--- src/rtl/ps2_transmit.sv ---
// Host-to-device PS/2 byte transmitter: inhibit, request-to-send, 8 data bits, odd parity, stop, ACK check.
// Define PS2_TX_TIMEOUT_EN to add a watchdog that aborts a frame if the device stops clocking.
module ps2_transmit #(
  parameter int unsigned INHIBIT_CYCLES = 5000,
  parameter int unsigned START_CYCLES   = 50,
  parameter int unsigned TIMEOUT_CYCLES = 750000
) (
  input  logic       in_clk,
  input  logic       in_reset_n,
  input  logic       in_ps2_clk,
  input  logic       in_ps2_data,
  input  logic       in_tx_valid,
  input  logic [7:0] in_tx_data,
  output logic       out_ps2_clk_oe,
  output logic       out_ps2_data_oe,
  output logic       out_busy,
  output logic       out_done,
  output logic       out_error
);

  localparam int unsigned CNT_MAX = (INHIBIT_CYCLES > START_CYCLES) ? INHIBIT_CYCLES : START_CYCLES;
  localparam int unsigned CNT_W   = $clog2(CNT_MAX) + 1;
  localparam int unsigned WD_W    = $clog2(TIMEOUT_CYCLES) + 1;
  localparam logic [CNT_W-1:0] INH_LAST   = CNT_W'(INHIBIT_CYCLES - 1);
  localparam logic [CNT_W-1:0] START_LAST = CNT_W'(START_CYCLES - 1);
  localparam logic [WD_W-1:0]  WD_LAST    = WD_W'(TIMEOUT_CYCLES - 1);

`ifdef PS2_TX_TIMEOUT_EN
  localparam logic WD_EN = 1'b1;
`else
  localparam logic WD_EN = 1'b0;
`endif

  typedef enum logic [2:0] {
    S_IDLE,
    S_INHIBIT,
    S_START,
    S_SEND,
    S_ACK,
    S_WAIT_IDLE
  } state_t;

  state_t           state, state_d;
  logic [2:0]       clk_sync, data_sync;
  logic             fall;
  logic [CNT_W-1:0] cnt, cnt_d;
  logic [3:0]       edge_cnt, edge_d;
  logic [9:0]       frame, frame_d;
  logic             drive, drive_d;
  logic             ack_ok, ack_ok_d;
  logic             done_d, error_d;
  logic [WD_W-1:0]  wd, wd_d;

  always_ff @(posedge in_clk or negedge in_reset_n) begin
    if (!in_reset_n) begin
      clk_sync  <= '1;
      data_sync <= '1;
    end else begin
      clk_sync  <= {clk_sync[1:0], in_ps2_clk};
      data_sync <= {data_sync[1:0], in_ps2_data};
    end
  end

  assign fall = (clk_sync[2:1] == 2'b10);

  always_ff @(posedge in_clk or negedge in_reset_n) begin
    if (!in_reset_n) begin
      state     <= S_IDLE;
      cnt       <= '0;
      edge_cnt  <= '0;
      frame     <= '0;
      drive     <= 1'b0;
      ack_ok    <= 1'b0;
      out_done  <= 1'b0;
      out_error <= 1'b0;
      wd        <= '0;
    end else begin
      state     <= state_d;
      cnt       <= cnt_d;
      edge_cnt  <= edge_d;
      frame     <= frame_d;
      drive     <= drive_d;
      ack_ok    <= ack_ok_d;
      out_done  <= done_d;
      out_error <= error_d;
      wd        <= wd_d;
    end
  end

  always_comb begin
    state_d  = state;
    cnt_d    = cnt;
    edge_d   = edge_cnt;
    frame_d  = frame;
    drive_d  = drive;
    ack_ok_d = ack_ok;
    done_d   = 1'b0;
    error_d  = 1'b0;
    wd_d     = '0;
    case (state)
      S_IDLE: begin
        if (in_tx_valid) begin
          frame_d = {1'b1, ~^in_tx_data, in_tx_data};
          edge_d  = '0;
          cnt_d   = '0;
          drive_d = 1'b0;
          state_d = S_INHIBIT;
        end
      end
      S_INHIBIT: begin
        if (cnt == INH_LAST) begin
          cnt_d   = '0;
          state_d = S_START;
        end else begin
          cnt_d = cnt + 1'b1;
        end
      end
      S_START: begin
        // drive stays set across the clock release so the start bit is held until edge 1
        if (cnt == START_LAST) begin
          cnt_d   = '0;
          drive_d = 1'b1;
          state_d = S_SEND;
        end else begin
          cnt_d = cnt + 1'b1;
        end
      end
      S_SEND: begin
        if (fall) begin
          drive_d = ~frame[edge_cnt];
          edge_d  = edge_cnt + 1'b1;
          if (edge_cnt == 4'd9) state_d = S_ACK;
        end
      end
      S_ACK: begin
        if (fall) begin
          ack_ok_d = ~data_sync[2];
          state_d  = S_WAIT_IDLE;
        end
      end
      S_WAIT_IDLE: begin
        if (clk_sync[2] && data_sync[2]) begin
          done_d  = ack_ok;
          error_d = ~ack_ok;
          state_d = S_IDLE;
        end
      end
      default: state_d = S_IDLE;
    endcase

    // A normal completion in the same cycle as expiry takes precedence over the watchdog
    if (WD_EN && (state == S_SEND || state == S_ACK || state == S_WAIT_IDLE)) begin
      if (wd == WD_LAST && state_d != S_IDLE) begin
        state_d = S_IDLE;
        drive_d = 1'b0;
        done_d  = 1'b0;
        error_d = 1'b1;
      end else begin
        wd_d = wd + 1'b1;
      end
    end
  end

  assign out_ps2_clk_oe  = (state == S_INHIBIT) || (state == S_START);
  assign out_ps2_data_oe = (state == S_START) || ((state == S_SEND) && drive);
  assign out_busy        = (state != S_IDLE);

endmodule

--- config.mk ---
export PLATFORM = sky130hd
export DESIGN_NAME = ps2_transmit
export DESIGN_NICKNAME = d
export VERILOG_FILES = /design/src/rtl/ps2_transmit.sv
export SDC_FILE = /design/constraint.sdc
export NUM_CORES = 1
export LEC_CHECK = 0
export CAP_MARGIN = 20
export CORE_UTILIZATION = 57
export DETAILED_ROUTE_END_ITERATION = 8
export PLACE_DENSITY = 0.78
export SYNTH_ARGS = -nofsm -noshare
export SYNTH_HDL_FRONTEND = slang
export SYNTH_SLANG_ARGS = --single-unit
--- constraint.sdc ---
create_clock -name in_clk -period 2.2 [get_ports in_clk]
set_input_delay 0.44 -clock in_clk [delete_from_list [all_inputs] [get_ports in_clk]]
set_output_delay 0.44 -clock in_clk [all_outputs]
set_load 0.005 [all_outputs]
==> reports/qor.yml <==
route:
  first_iter_violations: 161
  drc: 0
  routed_wire_length_per_instance_um: 14.7
  vias_per_cell: 5.79
  postRouteAntennaNets: 0
  drt_wl_total_um: 4340
  firstDrtPassIters: 4
  num_vias: 1708
floorplanning:
  core_area_sq_um: 3690
  die_height_um: 64.1
  io_pins: 18
  die_area_sq_um: 4110
  start_util_pct: 59.6
  std_cell_rows: 22
  fp.dieW_um: 64.1
pwr:
  p_total_uw: 2780
  p_leak_uw: 0.00108
  ir_drop_v: 0.000814
  power_density_nw_per_um2: 1080
worst_setup_path:
  critical_path.reg2reg.startpoint: "cnt[11]$_DFFE_PN0P_"
  path_max_fanout: 12
  worstPathRequired_ps: 1760
  start_kind: "register"
  arrival_ps: 1650
  crit_start: "state[2]$_DFFE_PN0P_"
  path_class: "register to primary output"
  critPathCaptureType: "primary output"
clock_tree:
  cts_inserted_buffers: 5
  clock_path_buffers: 2
  cts_tree: "done"
  cts-root-buf: "clkbuf_8"
  insertion_delay_ps: 290
  clk_pin_slew_ps: 80
  htreeDepth: 2
  cts_sinks: 41
global_route:
  antenna_found_initial: 0
  grt_max_degree: 42
  grt_overflow: 0
  grt_pass1_wl_um: 7490
  grt_usage_pct: 24.6
  first_global_vias: 1572
sta:
  fin_crit_sh_pct: 94.9
  grt_setup_unrepaired: "no"
  clock.fmax_mhz: 479
  finalClockSkew_ps: 8.09
  setup_violations: 0
  hold_viol_final: 0
  slew_violations: 0
  worst_hold_slack_ps: 196
  slew_headroom_pct: 59.0
  tns_ps: 0
  tightest_slew_ps: 616
  min_period_ps: 2090
logic_synthesis:
  postSynthCellCount: 220
  ys_ff_latch: 41
  ys_warn_count: 0
  synth_top_area_cell: "dfrtp_1"
  avgSynthCellArea_sq_um: 9.99
  ys_async_sr_fraction_pct: 100
  netlist.area_leader.share_pct: 39.9
  yosysSeqAreaShare_pct: 47.0
  synth_nets: 237
  synth_edf_count: 0
  ys.flop_type: "dfrtp_1"
  synth_common_cells: "dfrtp_1 (35), nand2_1 (26), nor2_1 (13), a21oi_1 (10), mux2_2 (10)"
  syn-cell-area_sq_um: 2200
  synthTopCellsByArea: "dfrtp_1 (40%), dfstp_2 (7.2%), mux2_2 (5.1%)"
  synth_cell_types: 51
  synth_most_common_cell: "dfrtp_1"
run:
  max_cap_violations: 0
min_path:
  hold_class: "input pin to async pin"
status:
  status: "complete, no violations"
final_layout:
  nets: 263
  fin_util_pct: 69.5
  seq_area_sq_um: 1040
  multi_input_area_sq_um: 1100
  drive_above_1_share_pct: 20.6
  n_antenna_cell: 0
  nFillCells: 311
  syn_to_final_growth_pct: 16.6
placement:
  place.gp.congestion: 0.865
  dp_hpwl_um: 3100
  portBuffers: 17
==> critical path: stages (launching register included) <==
cell	delay, ps
dfrtp_1	380
buf_4	180
nor2b_2	170
o21a_1	140
clkdlybuf4s50_1	490
==> worst paths after layout <==
kind	end	cells past startpoint	slack [ps]
max in group asynchronous	data_sync[1]$_DFF_PN1_	2	1630
setup / recovery	out_ps2_data_oe	4	110
setup reg to reg	state[0]$_DFFE_PN0P_	5	170
min in group in_clk	data_sync[2]$_DFF_PN1_	0	360
hold reg to reg	data_sync[2]$_DFF_PN1_	0	360
hold / removal	edge_cnt[0]$_DFFE_PN0P_	2	200
==> per-stage QoR <==
stage | setup slack [ps] | instance area, sq um | std cells
3_3_place_gp | 129 | 2470 | 287
2_1_floorplan | 363 | 2200 | 220
6_report | 113 | 2560 | 295
4_1_cts | 15.0 | 2550 | 295
5_1_grt | 23.8 | 2560 | 295
3_5_place_dp | 108 | 2470 | 287
==> layout make-up <==
| class | count | share of cell area (%) |
|---|---|---|
| repair buffers | 28 | 9.67 |
| inverters | 8 | 1.17 |
| well taps | 48 | 2.34 |
| clock buffers | 6 | 2.83 |
| multi-input cells | 162 | 43.0 |
| clock inverters | 2 | 0.586 |
| flip-flops and latches | 41 | 40.4 |
==> power by group <==
group          switching (uW)  total (uW)  internal (uW)
clock network             263         487            223
registers                 157        1100            939
logic                     617        1200            579
total                    1040        2780           1740
==> sequential cells by signal (all words and copies together) (netlist names) <==
signal     cells
out_done       1
out_error      1
frame         10
clk_sync       3
edge_cnt       4
cnt           14
state          3
data_sync      3
drive          1
ack_ok         1
==> kinds of logic (layout without fill, tap and decap cells) <==
kind of cell               Yosys count  after routing  synth area share, %
muxes                               14             14                 8.14
and+or+nand+nor                     85             85                 20.3
AOI/OAI and AO/OA                   49             49                 15.2
buffers and inverters               17             44                 3.07
xor gates and xnor gates            10             10                 3.99
adders and majority gates            4              4                 2.28
DFF                                 41             41                 47.0
==> layer usage <==
metal	global-route usage [%]	wire length [um]	vias to the layer above
li1	-	-	845
met1	34.5	2200	820
met2	36.8	1900	37
met3	5.89	156	6
met4	9.38	78	0
met5	0	0	-
==> placed cells by master (no fill, tap or decap), drive strengths merged, types with 3 or more instances in the layout <==
master,Yosys,layout
o31ai,3,3
nor2b,5,5
mux2,11,11
nand3,8,8
a21oi,10,10
and3,3,3
dfstp,6,6
inv,8,8
nand2,26,26
o22ai,7,7
ha,4,4
nor2,14,14
buf,4,12
nor3,7,7
xnor2,8,8
o21ai,14,14
clkbuf,5,6
clkdlybuf4s50,0,16
and2,5,5
dfrtp,35,35
or2,3,3
==> what timing repair did <==
item | CTS | global route
endpoints found under the setup margin | 0 | 3
hold buffers | 0 | 0
setup buffers | 0 | 0
resized for setup | 0 | 5
(Power assumes the default switching activity.)
